===== src/rtl/tube_pkg.sv =====
// Shared constants for the multiplexed seven-segment tube controller:
// register map, CTRL bit positions, segment encoding and blank/off patterns.
package tube_pkg;

  // Register select values seen on addr
  typedef enum logic [1:0] {
    ADDR_DATA = 2'd0,
    ADDR_AUX  = 2'd1,
    ADDR_CTRL = 2'd2,
    ADDR_RSVD = 2'd3
  } reg_addr_e;

  // CTRL bit positions
  localparam int CTRL_EN    = 0;
  localparam int CTRL_BLANK = 1;

  // CTRL comes out of reset with scanning enabled and blanking off
  localparam logic [1:0] CTRL_RESET = 2'b01;

  // Segment patterns (active-low): a suppressed leading zero and a
  // disabled/reset display both show every segment dark
  localparam logic [7:0] SEG_BLANK = 8'hFF;
  localparam logic [7:0] SEG_OFF   = 8'hFF;

  // Hex digit to {dp,g,f,e,d,c,b,a}, active-low, dp always dark
  function automatic logic [7:0] seg_encode(input logic [3:0] nibble);
    logic [7:0] seg;
    case (nibble)
      4'h0:    seg = 8'hC0;
      4'h1:    seg = 8'hF9;
      4'h2:    seg = 8'hA4;
      4'h3:    seg = 8'hB0;
      4'h4:    seg = 8'h99;
      4'h5:    seg = 8'h92;
      4'h6:    seg = 8'h82;
      4'h7:    seg = 8'hF8;
      4'h8:    seg = 8'h80;
      4'h9:    seg = 8'h90;
      4'hA:    seg = 8'h88;
      4'hB:    seg = 8'h83;
      4'hC:    seg = 8'hC6;
      4'hD:    seg = 8'hA1;
      4'hE:    seg = 8'h86;
      default: seg = 8'h8E;
    endcase
    return seg;
  endfunction

endpackage


===== src/rtl/tube_hex7seg.sv =====
// Combinational hex nibble to seven-segment decoder.
module hex7seg
  import tube_pkg::*;
(
  input  logic [3:0] nibble,
  output logic [7:0] seg
);

  assign seg = seg_encode(nibble);

endmodule


===== src/rtl/tube_ctrl.sv =====
// Register-programmed driver for two 4-digit multiplexed tubes (DATA low
// and high halves) plus one single-digit tube (AUX). Digits are scanned
// one at a time, each held for SCAN_DIV clocks; all outputs are registered.
module tube_ctrl
  import tube_pkg::*;
#(
  parameter int SCAN_DIV = 25000
) (
  input  logic        clk,
  input  logic        reset,
  input  logic        we,
  input  logic [1:0]  addr,
  input  logic [31:0] wdata,
  output logic [31:0] rdata,
  output logic [7:0]  digital_tube0,
  output logic [7:0]  digital_tube1,
  output logic [3:0]  digital_tube_sel0,
  output logic [3:0]  digital_tube_sel1,
  output logic [7:0]  digital_tube2,
  output logic        digital_tube_sel2
);

  localparam logic [15:0] DIV_LAST = 16'(SCAN_DIV - 1);

  // Programmable registers
  logic [31:0] data_reg;
  logic [3:0]  aux_reg;
  logic [1:0]  ctrl_reg;

  // Scan state
  logic [15:0] div_reg;
  logic [1:0]  idx_reg;

  // Registered display outputs
  logic [7:0]  tube0_reg;
  logic [7:0]  tube1_reg;
  logic [7:0]  tube2_reg;
  logic [3:0]  sel0_reg;
  logic [3:0]  sel1_reg;
  logic        sel2_reg;

  logic        wr_data;
  logic        wr_aux;
  logic        wr_ctrl;
  logic        en_next;

  logic [3:0]  digit [8];
  logic [7:0]  blank_digit;
  logic [3:0]  lo_nib;
  logic [3:0]  hi_nib;
  logic        blank_lo;
  logic        blank_hi;
  logic [7:0]  seg_lo;
  logic [7:0]  seg_hi;
  logic [7:0]  seg_aux;

  assign wr_data = we && (addr == ADDR_DATA);
  assign wr_aux  = we && (addr == ADDR_AUX);
  assign wr_ctrl = we && (addr == ADDR_CTRL);

  // EN as it will be after this edge, so a write that clears EN on the
  // wrap edge stops the scan instead of advancing the digit first
  assign en_next = wr_ctrl ? wdata[CTRL_EN] : ctrl_reg[CTRL_EN];

  // Split DATA into eight hex digits; digit k is a leading zero when it
  // and every digit above it are zero. Digit 0 always shows.
  assign blank_digit[0] = 1'b0;
  generate
    for (genvar gi = 0; gi < 8; gi++) begin : g_digit
      assign digit[gi] = data_reg[4*gi +: 4];
    end
    for (genvar gi = 1; gi < 8; gi++) begin : g_blank
      assign blank_digit[gi] = (data_reg[31:4*gi] == '0);
    end
  endgenerate

  // Tube 0 shows digits 0..3, tube 1 shows digits 4..7, same idx on both
  assign lo_nib   = digit[{1'b0, idx_reg}];
  assign hi_nib   = digit[{1'b1, idx_reg}];
  assign blank_lo = ctrl_reg[CTRL_BLANK] && blank_digit[{1'b0, idx_reg}];
  assign blank_hi = ctrl_reg[CTRL_BLANK] && blank_digit[{1'b1, idx_reg}];

  hex7seg u_seg_lo (
    .nibble (lo_nib),
    .seg    (seg_lo)
  );

  hex7seg u_seg_hi (
    .nibble (hi_nib),
    .seg    (seg_hi)
  );

  hex7seg u_seg_aux (
    .nibble (aux_reg),
    .seg    (seg_aux)
  );

  // Register file writes; the reserved address has no storage
  always_ff @(posedge clk or posedge reset) begin
    if (reset) begin
      data_reg <= '0;
      aux_reg  <= '0;
      ctrl_reg <= CTRL_RESET;
    end else begin
      if (wr_data) data_reg <= wdata;
      if (wr_aux)  aux_reg  <= wdata[3:0];
      if (wr_ctrl) ctrl_reg <= wdata[1:0];
    end
  end

  // Scan divider and digit index; held at 0 while disabled, so the first
  // enabled cycle starts a full hold period on digit 0
  always_ff @(posedge clk or posedge reset) begin
    if (reset) begin
      div_reg <= '0;
      idx_reg <= '0;
    end else if (!ctrl_reg[CTRL_EN] || !en_next) begin
      div_reg <= '0;
      idx_reg <= '0;
    end else if (div_reg == DIV_LAST) begin
      div_reg <= '0;
      idx_reg <= idx_reg + 2'd1;
    end else begin
      div_reg <= div_reg + 16'd1;
    end
  end

  // Output stage: decode the current digit one cycle after the state
  always_ff @(posedge clk or posedge reset) begin
    if (reset) begin
      tube0_reg <= SEG_OFF;
      tube1_reg <= SEG_OFF;
      tube2_reg <= SEG_OFF;
      sel0_reg  <= '0;
      sel1_reg  <= '0;
      sel2_reg  <= 1'b0;
    end else if (!ctrl_reg[CTRL_EN]) begin
      tube0_reg <= SEG_OFF;
      tube1_reg <= SEG_OFF;
      tube2_reg <= SEG_OFF;
      sel0_reg  <= '0;
      sel1_reg  <= '0;
      sel2_reg  <= 1'b0;
    end else begin
      tube0_reg <= blank_lo ? SEG_BLANK : seg_lo;
      tube1_reg <= blank_hi ? SEG_BLANK : seg_hi;
      tube2_reg <= seg_aux;
      sel0_reg  <= 4'b0001 << idx_reg;
      sel1_reg  <= 4'b0001 << idx_reg;
      sel2_reg  <= 1'b1;
    end
  end

  // Register readback, zero-extended
  always_comb begin
    rdata = '0;
    case (addr)
      ADDR_DATA: rdata = data_reg;
      ADDR_AUX:  rdata = {28'd0, aux_reg};
      ADDR_CTRL: rdata = {30'd0, ctrl_reg};
      default:   rdata = '0;
    endcase
  end

  assign digital_tube0     = tube0_reg;
  assign digital_tube1     = tube1_reg;
  assign digital_tube2     = tube2_reg;
  assign digital_tube_sel0 = sel0_reg;
  assign digital_tube_sel1 = sel1_reg;
  assign digital_tube_sel2 = sel2_reg;

endmodule


===== config.mk =====
export PLATFORM = sky130hd
export DESIGN_NAME = tube_ctrl
export DESIGN_NICKNAME = d
export VERILOG_FILES = /design/src/rtl/tube_pkg.sv /design/src/rtl/tube_hex7seg.sv /design/src/rtl/tube_ctrl.sv
export SDC_FILE = /design/constraint.sdc
export NUM_CORES = 1
export LEC_CHECK = 0
export ABC_AREA = 1
export CAP_MARGIN = 10
export CORE_MARGIN = 2
export CORE_UTILIZATION = 50
export CTS_BUF_LIST = sky130_fd_sc_hd__clkbuf_16
export CTS_CLUSTER_SIZE = 30
export DETAILED_ROUTE_END_ITERATION = 7
export HOLD_SLACK_MARGIN = 0.06
export PLACE_DENSITY = 0.74
export SYNTH_ARGS = -nofsm -noshare
export SYNTH_HDL_FRONTEND = slang
export SYNTH_HIERARCHICAL = 1
export SYNTH_SLANG_ARGS = --single-unit

===== constraint.sdc =====
create_clock -name clk -period 2.85 [get_ports clk]
set_input_delay 0.4275 -clock clk [delete_from_list [all_inputs] [get_ports clk]]
set_output_delay 0.4275 -clock clk [all_outputs]
set_load 0.02 [all_outputs]

After elaboration in Yosys (flattened, before gate mapping)
Memory sizes are Yosys's and may differ from the RTL's.
Cells that the tools add are included.
{"block": "totals", "ff_bits": 85, "mem_bits_ro": 336, "in_bits": 37, "out_inout_bits": 65, "memories": 3}
{"block": "classes", "add_sub_neg": 2, "n_lt_le_gt_ge": 4, "n_eq_ne": 3, "n_shift": 1, "n_mux": 23, "n_bitwise": 2, "reduce_logical": 17}
{"memory": "(name not given)", "words": 16, "word_bits": 7, "read_ports": 1, "rd_ports_with_merged_regs": 0, "wr": 0, "line": "tube_pkg.sv:28", "source": "case (nibble)"}
{"memory": "(name not given)", "words": 16, "word_bits": 7, "read_ports": 1, "rd_ports_with_merged_regs": 0, "wr": 0, "line": "tube_pkg.sv:28"}
{"memory": "(name not given)", "words": 16, "word_bits": 7, "read_ports": 1, "rd_ports_with_merged_regs": 0, "wr": 0, "line": "tube_pkg.sv:28"}
{"op": "one-hot mux 32 bit (3 select lines)", "count": 1}
{"op": "2-to-1 mux 8 bit", "count": 5}
{"op": "2-to-1 mux 16 bit", "count": 2}
{"op": "zero test 28 bit", "count": 1}
{"op": "binary-select mux 4 bit (select 3 bit)", "count": 2}
{"op": "zero test 24 bit", "count": 1}
{"op": "zero test 20 bit", "count": 1}
{"op": "2-to-1 mux 4 bit", "count": 5}
{"op": "adder 16 x 1 -> 16 bit, second input constant", "count": 1}
{"op": "equality test 16 x 15 -> 1 bit, second input constant", "count": 1}
{"op": "zero test 16 bit", "count": 1}
{"op": "zero test 12 bit", "count": 1}
{"op": "greater-or-equal comparator 4 bit, second input constant", "count": 2}
{"op": "zero test 8 bit", "count": 1}
{"op": "logical AND 1 bit", "count": 5}
{"op": "binary-select mux 1 bit (select 2 bit)", "count": 2}
{"op": "zero test 4 bit", "count": 1}
{"op": "< comparator 2 x 4 -> 1 bit, second input constant", "count": 1}
{"op": "< comparator 3 x 4 -> 1 bit, second input constant", "count": 1}
{"op": "2-to-1 mux 1 bit", "count": 4}
{"op": "2-to-1 mux 2 bit", "count": 2}
{"op": "inverter 2 -> 4 bit", "count": 1}
{"op": "inverter 3 -> 4 bit", "count": 1}
{"op": "<< shifter 1 x 2 -> 4 bit, first input constant", "count": 1}
{"op": "other kinds (7)", "count": 8}

Depth between registers and ports, before layout
An unclocked memory read counts as a cell.
{"block": "depth", "ltp_word": 7, "ltp_mapped": 13}

Modules after synthesis
Netlist, hierarchy kept.
{"module": "tube_ctrl", "n_inst": 1, "cells_each": 500, "area_each_um2": 4070.2, "seq_area_each_um2": 2158.3}
{"module": "hex7seg at u_seg_lo", "n_inst": 1, "cells_each": 51, "area_each_um2": 289.0, "seq_area_each_um2": 0.0}
{"module": "hex7seg at u_seg_hi", "n_inst": 1, "cells_each": 53, "area_each_um2": 286.5, "seq_area_each_um2": 0.0}
{"module": "hex7seg at u_seg_aux", "n_inst": 1, "cells_each": 51, "area_each_um2": 285.3, "seq_area_each_um2": 0.0}

Least setup slack after synthesis
Ideal clock, no wire load.
{"block": "synth_path", "kind": "register to register", "start": "register idx_reg[0]", "end": "register tube1_reg[3] (netlist: digital_tube1[3])", "setup_time_ns": 0.094, "arrival_ns": 1.915, "slack_ns": 0.841, "stages_incl_launch_ff": 14, "n_path_buf": 1, "synth_period_minus_slack_ns": 2.009, "path_cell_list": "dfrtp_1 inv_2 clkbuf_1 a21oi_1 a21oi_1 inv_1 ha_1 inv_1 nand2_1 nand2_1 nand2_1 nand2_1 inv_1 nand3_1"}
{"block": "synth_between", "elab_chain_cells": 7, "word_cells_on_any_way": 10, "cone_classes": "mux: 7; bitwise: 1; reduce/logical: 1; memory: 1"}
{"item": "from (decl)", "line": "tube_ctrl.sv:32", "source": "logic [1:0] idx_reg;"}
{"item": "from (signal assigned)", "line": "tube_ctrl.sv:122", "source": "idx_reg <= idx_reg + 2'd1;"}
{"item": "inverter 3 -> 4 bit (not written as such)", "line": "tube_ctrl.sv:79", "source": "assign hi_nib = digit[{1'b1, idx_reg}];"}
{"item": "binary-select mux 4 bit (select 3 bit)", "line": "tube_ctrl.sv:79"}
{"item": "2-to-1 mux 4 bit (not written as such) (2 in series)", "line": "tube_ctrl.sv:79"}
{"item": "net hi_nib[0]", "line": "tube_ctrl.sv:50", "source": "logic [3:0] hi_nib;"}
{"item": "memory (16 x 7 bit)"}
{"item": "net seg_hi[3]", "line": "tube_ctrl.sv:54", "source": "logic [7:0] seg_hi;"}
{"item": "2-to-1 mux 8 bit", "line": "tube_ctrl.sv:146", "source": "tube1_reg <= blank_hi ? SEG_BLANK : seg_hi;"}
{"item": "2-to-1 mux 8 bit", "line": "tube_ctrl.sv:137", "source": "end else if (!ctrl_reg[CTRL_EN]) begin"}
{"item": "to (signal assigned)", "line": "tube_ctrl.sv:146"}
{"item": "to (decl)", "line": "tube_ctrl.sv:36", "source": "logic [7:0] tube1_reg;"}
The timed path passes the listed nets, and every way through them passes these cells. The select of a mux whose other input is x is not followed.
A chain may end at the register's enable or synchronous reset.

Worst setup path in the final report
{"block": "layout_path", "start": "input addr[0]", "end": "output rdata[0]"}
{"block": "layout_between", "elab_chain_cells": 2, "word_cells_on_any_way": 4, "cone_classes": "eq/ne: 2; mux: 1; reduce/logical: 1"}
{"item": "from (decl)", "line": "tube_ctrl.sv:12", "source": "input logic [1:0] addr,"}
{"item": "equality test 2 bit (tied with other cells)", "line": "tube_ctrl.sv:157", "source": "case (addr)"}
{"item": "one-hot mux 32 bit (3 select lines) (*)", "line": "tube_ctrl.sv:157"}
{"item": "to (decl)", "line": "tube_ctrl.sv:14", "source": "output logic [31:0] rdata,"}
Mark *: on every way between the ends. The rest lies on a longest branch, timed or not.

==> results.cfg <==
[worst_setup_path]
cp_data_required_time_ns = 2.42
critPathMaxFanout = 5
cp_common_cell = clkdlybuf4s50_1
cp_cell_sequence = clkdlybuf4s50_1 > inv_1 > nor2_1 > nand2_1 > o211ai_1 > clkdlybuf4s50_1
slowest_delay_ns = 0.63
critPathLaunchType = input pin
slowest_stage = clkdlybuf4s50_1
crit_type = in2out
cp.arrival_ns = 2.15
cp-end-kind = output port

[grt]
grt_pass1_vias = 4101
grt_max_degree = 63
grt_overflow = 0
grt_antenna_before_repair = 0
grt_pass1_wl_um = 18900
globalRouteTotalUtil_pct = 22.7

[floorplan]
die_x_um = 103
dieArea_um2 = 10700
initial_core_util_pct = 50.9
rows = 36
ios = 102
die_h_um = 103
coreArea_um2 = 9680

[final_layout]
seq_area_um2 = 2160
drive_gt1_share_pct = 9.32
final_common_cell = nand2_1
syn_to_final_growth_pct = 28.0
fin_cells = 884
largest_reg_flops = 32
final_cell_mix = nand2_1, nor2_1, clkdlybuf4s50_1
n_fill_cell = 804
multi_input_area_um2 = 2240
finalNetCount = 809
diodes = 0
utilization_pct = 65.2

[placed_design]
dp.cells = 868
place_congestion = 0.898
dp_hpwl_um = 8420
dpl_worst_slack_ns = 0.257
io_buffers = 101

[power]
power_leakage_uw = 0.00306
ir_drop_mv = 0.386
cellPowerDensity_nw_per_um2 = 797

[clock_network]
cts-buffers-inserted = 9
h-tree-depth = 3
post-cts-setup-buffers = 0
hold_buffers = 0
cts-root-buf = clkbuf_16
clk_pin_slew_ns = 0.06
clock-sinks = 85
tritoncts = done
cts.path.max_buffers = 2
clkLatencyLatePin_ns = 0.34
cts_resized = 0

[logic_synthesis]
ys_seq_area_share_pct = 43.8
netlist_area_um2 = 4930
avgSynthCellArea_um2 = 7.53
yosysWarnings = 6
ys_seq_elements = 85
synth.distinct_cells = 32
syn-num-nets = 718
syn_inst = 655

[sta]
final_max_slew_viol_count = 0
min_period_over_period_pct = 90.5
fin_hold_ws_ns = 0.460
slew_headroom_pct = 51.3
rsz0062_at_grt = no
setup_slack_ns = 0.270
hold_viol = 0
setup_viol = 0
skew_ns = 0.00692
period_minus_slack_ns = 2.58
max_freq_mhz = 388
max_slew.worst_pin.slew_ns = 0.730
setup_tns_ns = 0

[hold_path]
hold_class = in2async

[route]
drtAntennaViolNets = 0
drt-vias-per-instance = 4.96
dr.pass1.iters = 5
wl_um = 11500
vias = 4381
drc = 0
drt_iter0_markers = 246
wl_per_cell_um = 13.0

[status]
status = finished, final reports clean

[flow_run]
maxCapViolCount = 0
-- final timing paths --
check                           startpoint                to  slack, ns  cells after the start
max in group asynchronous            reset  digital_tube0[3]       1.69                      3
worst min register to register  div_reg[0]        div_reg[0]       0.52                      1
worst max register to register  idx_reg[1]  digital_tube1[3]       0.37                     13
worst min-delay path                 reset        div_reg[4]       0.46                      2
worst max-delay path               addr[0]          rdata[0]       0.27                      6
min in group clk                div_reg[0]        div_reg[0]       0.52                      1
-- cell usage after synthesis --
cell | count | area share (%)
nor2_4 | 2 | 0.46
xor2_1 | 5 | 0.89
nand2_4 | 1 | 0.23
a22o_1 | 2 | 0.36
nand2_1 | 131 | 10
nor3_1 | 5 | 0.51
a21oi_1 | 54 | 5.5
buf_2 | 14 | 1.4
nand3b_1 | 1 | 0.15
clkbuf_1 | 4 | 0.30
nor2_1 | 104 | 7.9
dfstp_2 | 25 | 13
nand4_1 | 8 | 1.0
dfrtp_1 | 60 | 30
o21ai_2 | 3 | 0.53
nor3_2 | 1 | 0.20
buf_4 | 7 | 1.1
o211ai_1 | 2 | 0.30
o21bai_1 | 1 | 0.15
o31ai_1 | 1 | 0.15
inv_1 | 89 | 6.8
o21ai_0 | 21 | 2.1
or2_2 | 8 | 1.0
nand2_2 | 2 | 0.25
conb_1 | 3 | 0.23
a22oi_1 | 1 | 0.15
buf_6 | 3 | 0.69
o21ai_1 | 4 | 0.41
a21oi_4 | 1 | 0.33
inv_2 | 6 | 0.46
nand3_1 | 60 | 6.1
ha_1 | 26 | 6.6
-- critical path: cells and delay by family --
kind	cells	cell delay, ns
AND/OR/NAND/NOR	2	0.39
buffers and inverters	3	1.24
AO/OA/AOI/OAI	1	0.09
-- through the flow --
| step | cell area, um2 | power (uW) |
|---|---|---|
| final | 6310 | 5030 |
| after global routing | 6310 | 5400 |
| after CTS | 6310 | 5040 |
| after detailed placement | 6000 | 3810 |
| after global placement | 6000 | 3730 |
| after floorplan | 4930 | 3150 |
-- layer usage --
metal / vias up / track usage [%] / part of all wire (%)
met5: - / 0 / 0
met4: 0 / 7.59 / 1.2
met3: 14 / 5.11 / 5.2
met2: 142 / 36.5 / 48
met1: 2002 / 30.5 / 46
li1: 2223 / - / -
-- cell families (layout without fill, tap and decap cells) --
family                     count (synthesis)  in the layout  synth area share (%)
AOI/OAI and AO/OA                         90             90                  10.0
buffers and inverters                    123            219                  10.7
adders and majority gates                 26             26                  6.60
DFF                                       85             85                  43.8
xor gates and xnor gates                   5              5                 0.888
other                                      3              3                 0.228
and+or+nand+nor                          323            323                  27.8
-- report_power, final --
group / leakage, uW / switching (uW) / total, uW / internal, uW
clock network: 0.000155 / 459 / 1210 / 755
logic: 0.00191 / 1320 / 2170 / 847
registers: 0.000992 / 137 / 1650 / 1510
-- cell type report --
| class | instances | share of cell area (%) |
|---|---|---|
| multi-input combinational | 447 | 35.6 |
| sequential | 85 | 34.2 |
| timing repair buffer | 108 | 17.1 |
| inverter | 95 | 5.67 |
| clock buffer | 9 | 3.57 |
| tap | 133 | 2.64 |
| clock inverter | 7 | 1.29 |
(Power assumes the default switching activity.)
